===== src/rtl/pc_sequencer_pkg.sv =====
//------------------------------------------------------------------------------
// Module      : pc_sequencer_pkg
// Description : Shared types, defaults and helpers for the fetch-stage PC
//               sequencer (next-PC select encoding, alignment mask).
// Revision    : 1.0 - initial release
//------------------------------------------------------------------------------
`default_nettype none

package pc_sequencer_pkg;

   localparam int unsigned     DEF_XLEN         = 64;
   localparam int unsigned     DEF_INST_BYTES   = 4;
   localparam int unsigned     DEF_RAS_DEPTH    = 4;
   localparam logic [63:0]     DEF_RESET_VECTOR = 64'h0;

   // Source of the PC loaded on the next rising edge, lowest priority first
   typedef enum logic [2:0] {
      SEL_HOLD  = 3'd0,
      SEL_SEQ   = 3'd1,
      SEL_RAS   = 3'd2,
      SEL_REDIR = 3'd3,
      SEL_TRAP  = 3'd4
   } next_pc_sel_e;

   // Mask that clears the address bits below the instruction granule
   function automatic logic [63:0] align_mask(input int unsigned inst_bytes);
      align_mask = ~(64'(inst_bytes) - 64'd1);
   endfunction

endpackage

`default_nettype wire


===== src/rtl/pc_sequencer_if.sv =====
//------------------------------------------------------------------------------
// Module      : pc_sequencer_if
// Description : Fetch-side bundle between the pipeline (master: EX, trap logic,
//               hazard unit, IMEM) and the PC sequencer (slave).
// Revision    : 1.0 - initial release
//------------------------------------------------------------------------------
`default_nettype none

interface pc_sequencer_if
   import pc_sequencer_pkg::*;
#(
   parameter int unsigned XLEN = DEF_XLEN
);
   logic            stall;
   logic            fetch_ready;
   logic            redirect_valid;
   logic [XLEN-1:0] redirect_target;
   logic            trap_valid;
   logic [XLEN-1:0] trap_vector;
   logic            ras_push;
   logic [XLEN-1:0] ras_push_addr;
   logic            ras_pop;
   logic [XLEN-1:0] pc_out;
   logic            pc_valid;
   logic [XLEN-1:0] pc_plus;
   logic            flush;
   logic            misaligned;
   logic            ras_empty;

   modport master (
      output stall, fetch_ready, redirect_valid, redirect_target,
             trap_valid, trap_vector, ras_push, ras_push_addr, ras_pop,
      input  pc_out, pc_valid, pc_plus, flush, misaligned, ras_empty
   );

   modport slave (
      input  stall, fetch_ready, redirect_valid, redirect_target,
             trap_valid, trap_vector, ras_push, ras_push_addr, ras_pop,
      output pc_out, pc_valid, pc_plus, flush, misaligned, ras_empty
   );

endinterface

`default_nettype wire


===== src/rtl/pc_sequencer_return_addr_stack.sv =====
//------------------------------------------------------------------------------
// Module      : return_addr_stack
// Description : Circular return-address stack with saturating occupancy.
//               A push when full overwrites the oldest entry; push+pop in the
//               same cycle replaces the top in place; clear wins over push.
// Revision    : 1.0 - initial release
//------------------------------------------------------------------------------
`default_nettype none

module return_addr_stack
   import pc_sequencer_pkg::*;
#(
   parameter int unsigned XLEN      = DEF_XLEN,
   parameter int unsigned RAS_DEPTH = DEF_RAS_DEPTH
) (
   input  wire logic            clk,
   input  wire logic            reset,
   input  wire logic            push,
   input  wire logic [XLEN-1:0] push_addr,
   input  wire logic            pop,
   input  wire logic            clear,
   output logic      [XLEN-1:0] top,
   output logic                 empty
);

   localparam int unsigned PTR_W = $clog2(RAS_DEPTH);
   localparam int unsigned CNT_W = PTR_W + 1;

   logic [XLEN-1:0]  r_entries [RAS_DEPTH];
   logic [PTR_W-1:0] r_wr_ptr;     // next free slot; top lives one below
   logic [CNT_W-1:0] r_count;
   logic [PTR_W-1:0] w_top_ptr;
   logic             w_full;
   logic             w_pop;
   logic             w_push;

   // Occupancy flags and top-of-stack read
   always_comb begin
      w_top_ptr = r_wr_ptr - PTR_W'(1);
      empty     = (r_count == '0);
      w_full    = (r_count == CNT_W'(RAS_DEPTH));
      w_pop     = pop & ~empty;
      w_push    = push & ~clear;
      top       = r_entries[w_top_ptr];
   end

   // Entry storage: a combined push+pop rewrites the current top in place
   always_ff @(posedge clk) begin
      if (w_push) begin
         if (w_pop) begin
            r_entries[w_top_ptr] <= push_addr;
         end else begin
            r_entries[r_wr_ptr] <= push_addr;
         end
      end
   end

   // Write pointer and saturating count
   always_ff @(posedge clk or negedge reset) begin
      if (!reset) begin
         r_wr_ptr <= '0;
         r_count  <= '0;
      end else if (clear) begin
         r_wr_ptr <= '0;
         r_count  <= '0;
      end else if (w_push && w_pop) begin
         r_wr_ptr <= r_wr_ptr;
         r_count  <= r_count;
      end else if (w_push) begin
         r_wr_ptr <= r_wr_ptr + PTR_W'(1);
         if (!w_full) begin
            r_count <= r_count + CNT_W'(1);
         end
      end else if (w_pop) begin
         r_wr_ptr <= w_top_ptr;
         r_count  <= r_count - CNT_W'(1);
      end
   end

endmodule

`default_nettype wire


===== src/rtl/pc_sequencer.sv =====
//------------------------------------------------------------------------------
// Module      : pc_sequencer
// Description : Fetch-stage program counter. Picks the next PC from trap,
//               redirect, RAS prediction or sequential increment, aligns loaded
//               targets and flags misalignment and pipeline flushes.
// Revision    : 1.0 - initial release
//------------------------------------------------------------------------------
`default_nettype none

module pc_sequencer
   import pc_sequencer_pkg::*;
#(
   parameter int unsigned     XLEN         = DEF_XLEN,
   parameter logic [XLEN-1:0] RESET_VECTOR = DEF_RESET_VECTOR[XLEN-1:0],
   parameter int unsigned     INST_BYTES   = DEF_INST_BYTES,
   parameter int unsigned     RAS_DEPTH    = DEF_RAS_DEPTH
) (
   input  wire logic     clk,
   input  wire logic     reset,
   pc_sequencer_if.slave bus
);

   localparam logic [63:0]     ALIGN_MASK_FULL = align_mask(INST_BYTES);
   localparam logic [XLEN-1:0] ALIGN_MASK      = ALIGN_MASK_FULL[XLEN-1:0];

   logic [XLEN-1:0] r_pc;
   logic            r_pc_valid;
   logic            r_flush;
   logic            r_misaligned;

   next_pc_sel_e    w_sel;
   logic            w_accept;
   logic [XLEN-1:0] w_target;
   logic            w_target_misaligned;
   logic [XLEN-1:0] w_next_pc;
   logic [XLEN-1:0] w_ras_top;
   logic            w_ras_empty;
   logic            w_ras_pop;

   // Next-PC source selection in strict priority order
   always_comb begin
      w_accept = r_pc_valid & bus.fetch_ready & ~bus.stall;
      w_sel    = SEL_HOLD;
      if (bus.trap_valid) begin
         w_sel = SEL_TRAP;
      end else if (bus.redirect_valid) begin
         w_sel = SEL_REDIR;
      end else if (w_accept && bus.ras_pop && !w_ras_empty) begin
         w_sel = SEL_RAS;
      end else if (w_accept) begin
         w_sel = SEL_SEQ;
      end
      // RAS only pops when its prediction is actually taken
      w_ras_pop = (w_sel == SEL_RAS);
   end

   // Next-PC value; loaded targets are forced onto the instruction granule
   always_comb begin
      w_target            = '0;
      w_target_misaligned = 1'b0;
      w_next_pc           = r_pc;
      case (w_sel)
         SEL_TRAP:  w_target = bus.trap_vector;
         SEL_REDIR: w_target = bus.redirect_target;
         SEL_RAS:   w_target = w_ras_top;
         default:   w_target = '0;
      endcase
      case (w_sel)
         SEL_SEQ:  w_next_pc = r_pc + XLEN'(INST_BYTES);
         SEL_HOLD: w_next_pc = r_pc;
         default: begin
            w_next_pc           = w_target & ALIGN_MASK;
            w_target_misaligned = |(w_target & ~ALIGN_MASK);
         end
      endcase
   end

   // PC register and one-cycle status pulses
   always_ff @(posedge clk or negedge reset) begin
      if (!reset) begin
         r_pc         <= RESET_VECTOR;
         r_pc_valid   <= 1'b0;
         r_flush      <= 1'b0;
         r_misaligned <= 1'b0;
      end else begin
         r_pc         <= w_next_pc;
         r_pc_valid   <= 1'b1;
         r_flush      <= (w_sel == SEL_TRAP) || (w_sel == SEL_REDIR);
         r_misaligned <= w_target_misaligned;
      end
   end

   return_addr_stack #(
      .XLEN      (XLEN),
      .RAS_DEPTH (RAS_DEPTH)
   ) u_ras (
      .clk       (clk),
      .reset     (reset),
      .push      (bus.ras_push),
      .push_addr (bus.ras_push_addr),
      .pop       (w_ras_pop),
      .clear     (bus.trap_valid),
      .top       (w_ras_top),
      .empty     (w_ras_empty)
   );

   // Output drive
   always_comb begin
      bus.pc_out     = r_pc;
      bus.pc_valid   = r_pc_valid;
      bus.pc_plus    = r_pc + XLEN'(INST_BYTES);
      bus.flush      = r_flush;
      bus.misaligned = r_misaligned;
      bus.ras_empty  = w_ras_empty;
   end

endmodule

`default_nettype wire


===== src/flat_wrapper.sv =====
// flat-port wrapper written by rule: the top's interface ports become plain ports
module pc_sequencer_flat import pc_sequencer_pkg::*;
#(
   parameter int unsigned     XLEN         = DEF_XLEN,
   parameter logic [XLEN-1:0] RESET_VECTOR = DEF_RESET_VECTOR[XLEN-1:0],
   parameter int unsigned     INST_BYTES   = DEF_INST_BYTES,
   parameter int unsigned     RAS_DEPTH    = DEF_RAS_DEPTH
)
  (clk, reset, bus_stall, bus_fetch_ready, bus_redirect_valid, bus_redirect_target, bus_trap_valid, bus_trap_vector, bus_ras_push, bus_ras_push_addr, bus_ras_pop, bus_pc_out, bus_pc_valid, bus_pc_plus, bus_flush, bus_misaligned, bus_ras_empty);
  pc_sequencer_if #(.XLEN(XLEN)) bus_i ();
  input  wire logic clk;
  input  wire logic reset;
  input wire logic [$bits(bus_i.stall)-1:0] bus_stall;
  input wire logic [$bits(bus_i.fetch_ready)-1:0] bus_fetch_ready;
  input wire logic [$bits(bus_i.redirect_valid)-1:0] bus_redirect_valid;
  input wire logic [$bits(bus_i.redirect_target)-1:0] bus_redirect_target;
  input wire logic [$bits(bus_i.trap_valid)-1:0] bus_trap_valid;
  input wire logic [$bits(bus_i.trap_vector)-1:0] bus_trap_vector;
  input wire logic [$bits(bus_i.ras_push)-1:0] bus_ras_push;
  input wire logic [$bits(bus_i.ras_push_addr)-1:0] bus_ras_push_addr;
  input wire logic [$bits(bus_i.ras_pop)-1:0] bus_ras_pop;
  output wire logic [$bits(bus_i.pc_out)-1:0] bus_pc_out;
  output wire logic [$bits(bus_i.pc_valid)-1:0] bus_pc_valid;
  output wire logic [$bits(bus_i.pc_plus)-1:0] bus_pc_plus;
  output wire logic [$bits(bus_i.flush)-1:0] bus_flush;
  output wire logic [$bits(bus_i.misaligned)-1:0] bus_misaligned;
  output wire logic [$bits(bus_i.ras_empty)-1:0] bus_ras_empty;
  assign bus_i.stall = bus_stall;
  assign bus_i.fetch_ready = bus_fetch_ready;
  assign bus_i.redirect_valid = bus_redirect_valid;
  assign bus_i.redirect_target = bus_redirect_target;
  assign bus_i.trap_valid = bus_trap_valid;
  assign bus_i.trap_vector = bus_trap_vector;
  assign bus_i.ras_push = bus_ras_push;
  assign bus_i.ras_push_addr = bus_ras_push_addr;
  assign bus_i.ras_pop = bus_ras_pop;
  assign bus_pc_out = bus_i.pc_out;
  assign bus_pc_valid = bus_i.pc_valid;
  assign bus_pc_plus = bus_i.pc_plus;
  assign bus_flush = bus_i.flush;
  assign bus_misaligned = bus_i.misaligned;
  assign bus_ras_empty = bus_i.ras_empty;
  pc_sequencer #(.XLEN(XLEN), .RESET_VECTOR(RESET_VECTOR), .INST_BYTES(INST_BYTES), .RAS_DEPTH(RAS_DEPTH)) u_core (.clk(clk), .reset(reset), .bus(bus_i));
endmodule

===== config.mk =====
export PLATFORM = sky130hd
export DESIGN_NAME = pc_sequencer_flat
export DESIGN_NICKNAME = d
export VERILOG_FILES = /design/src/rtl/pc_sequencer_pkg.sv /design/src/rtl/pc_sequencer_if.sv /design/src/rtl/pc_sequencer_return_addr_stack.sv /design/src/rtl/pc_sequencer.sv /design/src/flat_wrapper.sv
export SDC_FILE = /design/constraint.sdc
export NUM_CORES = 1
export LEC_CHECK = 0
export CAP_MARGIN = 5
export CORE_UTILIZATION = 40
export DETAILED_ROUTE_END_ITERATION = 10
export PLACE_DENSITY = 0.68
export SLEW_MARGIN = 20
export SYNTH_ARGS = -nofsm -noshare
export SYNTH_HDL_FRONTEND = slang
export SYNTH_HIERARCHICAL = 1
export SYNTH_SLANG_ARGS = --single-unit

===== constraint.sdc =====
create_clock -name clk -period 5.61 [get_ports clk]
set_clock_uncertainty 0.2 [all_clocks]
set_input_delay 1.122 -clock clk [delete_from_list [all_inputs] [get_ports clk]]
set_output_delay 1.122 -clock clk [all_outputs]
set_load 0.03 [all_outputs]

==> flow_summary.ini, run 1 <==
[sta]
whs_ns = 0.325
relSlewSlack_pct = 22.3
setup_viol = 0
max_freq_ghz = 0.200
hold_viol_final = 0
min_period_over_period_pct = 89.3
fin_crit_ns = 5.01
grt_setup_unrepaired = no
tightest_slew_ns = 1.16
fin_tns_setup_ns = 0
final.setup.worst_slack_ns = 0.598
maxSlewViolCount = 0

[cells_and_area]
layoutNonFillerInstCount = 2039
fin_nets = 1688
multi_input_area_sq_um = 5970
area_delta_synth_final_pct = 31.4
fill_cells = 3325
final_common_cell = clkdlybuf4s50_1
final_cell_mix = 325 x clkdlybuf4s50_1, 256 x edfxtp_1, 91 x nand2_1, 68 x dfrtp_1, 64 x mux4_2
design_area_sq_um = 20900
drive_above_1_share_pct = 12.5
seqCellArea_sq_um = 9450
final_util_pct = 53.7

[placed_design]
place_inst = 1964
place.gp.congestion = 0.934
io_buffers = 327
place_area_sq_um = 19600
place_ws_ns = 1.20
dp_hpwl_mm = 38.3

[global_routing]
grt.total_usage_pct = 26.0
grt_pass1_wl_mm = 77.9
grtUsageMet3_pct = 6.71
busiest_layer = met2
first_global_vias = 11800
use_met1_pct = 35.3
antenna_found_initial = 14
met2_usage_pct = 40.6
grt_max_degree = 71
grt_overflow_total = 0

[drt]
drt_iter0_markers = 1284
drcViolationCount = 0
vias = 12100
ant_nets = 0
viasPerCell = 5.95
drt_wl_total_mm = 53.5
wl_per_cell_microns = 26.3
first_pass_iters = 5

[pwr]
comb_power_share_pct = 17.5
power_mw = 6.43
power_switching_mw = 1.77
power_frac_seq_pct = 44.7
ir_drop_v = 0.000259
swShare_pct = 27.5
internal-power_mw = 4.66
power_leakage_nw = 6.96
pwr-share-clk_pct = 37.9
powerDensity_nw_per_um2 = 308

[setup_path]
r2r_setup_slack_ns = 2.28
r2r_start = u_core/u_ras/r_count[2]$_DFFE_PN0P_
cp-start-kind = register
critPathMaxFanout = 9
required_ns = 4.29
critPathCaptureType = primary output
arrival_ns = 3.69
reg2reg_to = u_core/u_ras/r_entries[1][13]$_DFFE_PP_
worst-setup-path-type = reg2out
rr_worst_depth = 8

[clock_network]
holdBufCountCts = 0
htreeDepth = 2
clock_sinks = 326
cts_root_buffer = clkbuf_16
clkTransAtPathRegs_ns = 0.06
clk_latency_ns = 0.53
numCtsBuffers = 37
cts.repair.resized = 0
cts_tree = done
cts_buffer_depth = 3
postCtsSetupBuffers = 0

[floorplanning]
num_io_pins = 332
start_util_pct = 40.8
die-area_sq_um = 40500
fp-row-count = 72
fp.dieW_microns = 201
core_area_sq_um = 38900
die-height_microns = 201

[synth]
synth_area_sq_um = 15900
seq_area_frac_synth_pct = 59.4
yosysWarnings = 6
synth.ff_latch_count = 326
synth_area_per_cell_sq_um = 13.3
synth_edf_count = 256
synth-main-ff-cell = edfxtp_1
synth-async-reset-ratio_pct = 21.5
synth.distinct_cells = 78
syn_inst = 1197

[job]
drv_cap = 0

[min_path]
min_path_type = in2async

[run_status]
outcome = finished clean
[worst max-delay path by stage]
stage	from	end	slack (ns)	cells after the start
finish	u_core/bus.pc_out[5]$_DFFE_PN0P_	bus_pc_plus[61]	0.60	6
global placement	bus_redirect_valid	u_core/u_ras/r_entries[1][38]$_DFFE_PP_	1.23	9
CTS	u_core/bus.pc_out[5]$_DFFE_PN0P_	bus_pc_plus[61]	0.67	6
detailed placement	bus_redirect_valid	u_core/u_ras/r_entries[1][43]$_DFFE_PP_	1.20	9
floorplan	bus_redirect_valid	u_core/u_ras/r_entries[0][0]$_DFFE_PP_	0.13	8
global route	u_core/bus.pc_out[2]$_DFFE_PN0P_	bus_pc_plus[62]	0.43	7
[Yosys cell counts (28+ instances only)]
cell | n | area [sq um]
edfxtp_1 | 256 | 7690
nand2_1 | 91 | 342
dfrtp_1 | 70 | 1750
mux4_2 | 64 | 1440
o21ai_0 | 59 | 295
nand4_1 | 52 | 325
clkbuf_1 | 51 | 191
nor2_1 | 50 | 188
o22ai_1 | 41 | 257
xnor2_1 | 41 | 359
nand3_1 | 33 | 165
a21oi_1 | 30 | 150
buf_2 | 28 | 140
[power by group through the flow]
stage / Combinational, mW / Clock (mW) / Sequential (mW)
finish: 1.12 / 2.44 / 2.87
floorplan: 0.551 / 0 / 2.93
detailed placement: 1.12 / 0 / 2.92
CTS: 1.12 / 2.47 / 2.87
global placement: 1.11 / 0 / 2.91
global route: 1.18 / 2.57 / 2.89
[final cells by class]
class	instances	area share, %
well taps	518	3.10
clock inverters	27	1.35
clock buffers	40	4.49
inverters	15	0.270
repair buffers	353	16.9
multi-input cells	753	28.6
diodes	7	0.0839
flip-flops and latches	326	45.2
[worst max-delay path, stage by stage, from the launching register on]
cell             delay, ns
dfrtp_1               0.48
nand4_1               0.30
nor4_1                0.72
nand4_1               0.53
nor2_1                0.26
xor2_1                0.17
clkdlybuf4s50_1       0.69
[logic make-up after synthesis]
| group | after synthesis | share of synthesized area (%) |
|---|---|---|
| XOR/XNOR | 62 | 3.46 |
| AO/OA/AOI/OAI | 265 | 11.8 |
| multiplexers | 67 | 9.27 |
| adder cells (fa/ha/maj) | 2 | 0.205 |
| buffers and inverters | 121 | 3.43 |
| AND/OR/NAND/NOR | 352 | 12.4 |
| flip-flops | 326 | 59.4 |
| other | 2 | 0.0473 |
[sequential cells by signal, indices dropped and copies added (netlist names)]
name / count
u_core/u_ras/r_entries: 256
u_core/bus.pc_out: 62
u_core/u_ras/r_count: 3
u_core/u_ras/r_wr_ptr: 2
u_core/bus.flush: 1
u_core/bus.misaligned: 1
u_core/bus.pc_valid: 1
[metal layers]
layer	routed length (microns)	vias to the layer above	share of wire, %
met5	86	-	0.16
met4	1760	14	3.3
met3	5050	97	9.4
met2	25000	593	47
met1	21600	6091	40
li1	-	5332	-
No activity file was read; power rests on OpenSTA's default activity.
==> run 2, diff against run 1 <==
--- a/config.mk
+++ b/config.mk
@@ -7,6 +7,7 @@
 export LEC_CHECK = 0
 export CAP_MARGIN = 5
 export CORE_UTILIZATION = 40
+export CTS_CLUSTER_DIAMETER = 40
 export DETAILED_ROUTE_END_ITERATION = 10
 export PLACE_DENSITY = 0.68
 export SLEW_MARGIN = 20
==> flow_summary.ini, run 2 (synthesized netlist as in run 1, its figures left out) <==
[pwr]
power_mw = 7.15
ir_drop_v = 0.000267
power_leakage_nw = 7.19
powerDensity_nw_per_um2 = 334

[floorplanning]
fp-row-count = 72
start_util_pct = 40.8
num_io_pins = 332
die-area_sq_um = 40500
fp.dieW_microns = 201
die-height_microns = 201
core_area_sq_um = 38900

[global_routing]
grt_overflow_total = 0
grt.total_usage_pct = 26.3
first_global_vias = 11900
antenna_found_initial = 12
grt_pass1_wl_mm = 78.6
grt_max_degree = 71

[setup_path]
critPathMaxFanout = 9
arrival_ns = 3.73
required_ns = 4.29
cp_common_cell = nand4_1
worst-setup-path-type = reg2out
cp-start-kind = register
critPathCaptureType = primary output
critPathSlowestCell = nor4_1
slowest_delay_ns = 0.74
path_cells = nand4_1, nor4_1, nand4_1, nor2_1, xor2_1, clkdlybuf4s50_1

[cells_and_area]
drive_above_1_share_pct = 14.5
fill_cells = 3255
seqCellArea_sq_um = 9450
layoutNonFillerInstCount = 2065
fin_nets = 1701
largest_reg_flops = 256
largest_register = u_core/u_ras/r_entries
area_delta_synth_final_pct = 34.6
multi_input_area_sq_um = 5970
final_cell_mix = 325 x clkdlybuf4s50_1, 256 x edfxtp_1, 91 x nand2_1, 68 x dfrtp_1, 64 x mux4_2
final_common_cell = clkdlybuf4s50_1
final_util_pct = 55.0

[clock_network]
clkTransAtPathRegs_ns = 0.05
clock_sinks = 326
htreeDepth = 2
numCtsBuffers = 50
cts_buffer_depth = 3
cts_tree = done
clk_latency_ns = 0.58
cts_root_buffer = clkbuf_16
postCtsSetupBuffers = 0
holdBufCountCts = 0
cts.repair.resized = 0

[sta]
setup_viol = 0
final.setup.worst_slack_ns = 0.559
fin_crit_ns = 5.05
fin_tns_setup_ns = 0
maxSlewViolCount = 0
max_freq_ghz = 0.198
relSlewSlack_pct = 23.8
hold_viol_final = 0
min_period_over_period_pct = 90.0
grt_setup_unrepaired = no
tightest_slew_ns = 1.14

[drt]
drt_wl_total_mm = 53.8
drcViolationCount = 0
vias = 12200
ant_nets = 0
wl_per_cell_microns = 26.0
first_pass_iters = 5
drt_iter0_markers = 1184
viasPerCell = 5.92

[job]
drv_cap = 0

[placed_design]
place_ws_ns = 1.20
place_inst = 1964
place.gp.congestion = 0.934
io_buffers = 327
dp_hpwl_mm = 38.3

[min_path]
min_path_type = in2async

[run_status]
outcome = finished clean
## run 2: through the flow
step | hold WS (ns) | instance area [sq um]
floorplan | 0.349 | 15900
global placement | 0.335 | 19600
detailed placement | 0.347 | 19600
CTS | 0.351 | 21300
global route | 0.267 | 21400
finish | 0.276 | 21400
## run 2: per-layer routing
layer | track usage, % | routed length [microns]
met1 | 35.1 | 21900
met2 | 41.0 | 25000
met3 | 7.45 | 5000
met4 | 9.47 | 1830
met5 | 0 | 74
## run 2: cell type report
cell class	count	share of cell area (%)
repair buffers	353	16.5
diodes	6	0.0702
clock buffers	55	6.04
clock inverters	39	2.03
inverters	15	0.263
flip-flops and latches	326	44.2
well taps	518	3.03
multi-input cells	753	27.9
## run 2: critical path, delay by kind of cell, from the launching register on
kind,cells,cell delay [ns]
flip-flops,1,0.47
AND/OR/NAND/NOR,4,1.81
XOR/XNOR,1,0.17
buffers and inverters,1,0.69
## run 2: report_power, final
part           internal [mW]  switching (mW)
logic                  0.503           0.622
registers               2.72           0.156
clock network           1.91            1.24
## run 2: final timing paths
kind                       cells past startpoint                           startpoint  slack [ns]                                 endpoint
setup / recovery                               6     u_core/bus.pc_out[5]$_DFFE_PN0P_        0.56                          bus_pc_plus[61]
hold / removal                                 1                                reset        0.28            u_core/bus.pc_valid$_DFF_PN0_
setup reg to reg                               8  u_core/u_ras/r_count[2]$_DFFE_PN0P_        2.28  u_core/u_ras/r_entries[1][43]$_DFFE_PP_
hold reg to reg                                1    u_core/bus.pc_out[62]$_DFFE_PN0P_        0.35        u_core/bus.pc_out[62]$_DFFE_PN0P_
max in group asynchronous                      2                                reset        4.32         u_core/bus.pc_out[9]$_DFFE_PN0P_
min in group clk                               1    u_core/bus.pc_out[62]$_DFFE_PN0P_        0.35        u_core/bus.pc_out[62]$_DFFE_PN0P_
==> run 3, diff against run 2 <==
--- a/config.mk
+++ b/config.mk
@@ -9,7 +9,7 @@
 export CORE_UTILIZATION = 40
 export CTS_CLUSTER_DIAMETER = 40
 export DETAILED_ROUTE_END_ITERATION = 10
-export PLACE_DENSITY = 0.68
+export PLACE_DENSITY = 0.65
 export SLEW_MARGIN = 20
 export SYNTH_ARGS = -nofsm -noshare
 export SYNTH_HDL_FRONTEND = slang
==> constraint.sdc (replaced) <==
create_clock -name clk -period 6.4 [get_ports clk]
set_clock_uncertainty 0.2 [all_clocks]
set_input_delay 1.28 -clock clk [delete_from_list [all_inputs] [get_ports clk]]
set_output_delay 1.28 -clock clk [all_outputs]
set_load 0.03 [all_outputs]
==> flow_summary.ini, run 3 (synthesized netlist as in run 1, its figures left out) <==
[run_status]
violations = design-rule violations
outcome = finished with violations

[drt]
drcViolationCount = 2
viasPerCell = 5.92
drt_iter0_markers = 1180
vias = 12100
wl_per_cell_microns = 26.0
first_pass_iters = 9
ant_nets = 0
drt_wl_total_mm = 53.4

[clock_network]
cts_root_buffer = clkbuf_16
cts_tree = done
holdBufCountCts = 0
numCtsBuffers = 48
clock_sinks = 326
postCtsSetupBuffers = 0
cts_buffer_depth = 3
clk_latency_ns = 0.56
cts.repair.resized = 0
clkTransAtPathRegs_ns = 0.05
htreeDepth = 2

[pwr]
power_mw = 6.01
power_switching_mw = 1.66
powerDensity_nw_per_um2 = 284
ir_drop_v = 0.000227
power_leakage_nw = 7.09
power_frac_seq_pct = 42.0
pwr-share-clk_pct = 41.8
comb_power_share_pct = 16.2
internal-power_mw = 4.35
swShare_pct = 27.6

[cells_and_area]
largest_register = u_core/u_ras/r_entries
largest_reg_flops = 256
final_common_cell = clkdlybuf4s50_1
area_delta_synth_final_pct = 33.0
design_area_sq_um = 21100
layoutNonFillerInstCount = 2050
drive_above_1_share_pct = 13.4
fill_cells = 3266
final_cell_mix = 325 x clkdlybuf4s50_1, 256 x edfxtp_1, 91 x nand2_1, 68 x dfrtp_1, 64 x mux4_2
fin_nets = 1695

[min_path]
min_path_type = reg2reg

[sta]
setup_viol = 0
hold_viol_final = 0
grt_setup_unrepaired = no
fin_crit_ns = 5.35
maxSlewViolCount = 0
final.setup.worst_slack_ns = 1.05
tightest_slew_ns = 0.924
fin_tns_setup_ns = 0
max_freq_ghz = 0.187
relSlewSlack_pct = 37.7
min_period_over_period_pct = 83.6

[global_routing]
grt_overflow_total = 0
grt_max_degree = 76
grt.total_usage_pct = 26.2
grt_pass1_wl_mm = 78.0
antenna_found_initial = 6
first_global_vias = 11700

[setup_path]
cp-start-kind = register
worst-setup-path-type = reg2out
path_cells = nand4_1, nor4_2, nand4_1, xnor2_1, clkdlybuf4s50_1
critPathSlowestCell = nor4_2
cp_common_cell = nand4_1
worst-path-buf-inv = 1
crit_family = simple AND/OR/NAND/NOR gates
critPathMaxFanout = 12
slowest_delay_ns = 0.90
required_ns = 4.92
arrival_ns = 3.87
r2r_setup_slack_ns = 2.84
critPathCaptureType = primary output

[placed_design]
place_inst = 1961
place_ws_ns = 1.65
place.gp.congestion = 0.947
io_buffers = 327
dp_hpwl_mm = 37.8
place_area_sq_um = 19600

[floorplanning]
start_util_pct = 40.8
num_io_pins = 332
fp.dieW_microns = 201
die-height_microns = 201
core_area_sq_um = 38900
fp-row-count = 72
die-area_sq_um = 40500

[job]
drv_cap = 0
-- run 3: changes by cell type in the layout (fill, tap and decap cells not counted), moves of 2 or more --
| cell | change |
|---|---|
| clkinv_4 | +3 |
| buf_4 | -4 |
| clkinv_8 | -3 |
| inv_6 | -8 |
| clkbuf_1 | +4 |
| clkbuf_16 | -2 |
| clkinvlp_4 | -4 |
| clkinv_1 | +2 |
| inv_8 | -3 |
| diode_2 | -2 |
| clkinv_2 | +3 |
-- run 3: worst paths after layout --
check | startpoint | cells after the start | end
max in group asynchronous | reset | 1 | u_core/u_ras/r_wr_ptr[0]$_DFFE_PN0P_
worst max register to register | u_core/u_ras/r_count[0]$_DFFE_PN0P_ | 8 | u_core/u_ras/r_entries[3][20]$_DFFE_PP_
min in group asynchronous | reset | 1 | u_core/bus.pc_out[63]$_DFFE_PN0P_
worst max-delay path | u_core/bus.pc_out[18]$_DFFE_PN0P_ | 5 | bus_pc_plus[58]
worst min-delay path | u_core/bus.pc_out[62]$_DFFE_PN0P_ | 1 | u_core/bus.pc_out[62]$_DFFE_PN0P_
worst min register to register | u_core/bus.pc_out[62]$_DFFE_PN0P_ | 1 | u_core/bus.pc_out[62]$_DFFE_PN0P_
-- run 3: area by class of cell --
type | count | area (sq um) | share of cell area (%)
sequential | 326 | 9450 | 44.7
multi-input combinational | 753 | 5970 | 28.3
timing repair buffer | 349 | 3470 | 16.4
clock buffer | 57 | 1260 | 5.94
tap | 518 | 648 | 3.07
clock inverter | 28 | 270 | 1.28
inverter | 15 | 56.3 | 0.266
antenna | 4 | 10.0 | 0.0474
-- run 3: metal layers --
metal,global-route usage (%),routed length [microns]
met4,9.47,1810
met2,41.5,25000
met3,6.59,4810
met5,0,29
met1,35.0,21800
-- run 3: power by group through the flow --
stage / combinational [mW] / clock (mW) / sequential (mW)
2_1_floorplan: 0.483 / 0 / 2.56
6_report: 0.976 / 2.51 / 2.53
3_5_place_dp: 0.973 / 0 / 2.57
3_3_place_gp: 0.970 / 0 / 2.56
5_1_grt: 1.02 / 2.65 / 2.54
4_1_cts: 0.977 / 2.55 / 2.52
-- run 3: stage by stage --
step | util (%) | hold WS, ns
finish | 54.3 | 0.357
global route | 54.3 | 0.402
CTS | 54.3 | 0.366
detailed placement | 50.3 | 0.359
global placement | 50.3 | 0.345
floorplan | - | 0.349
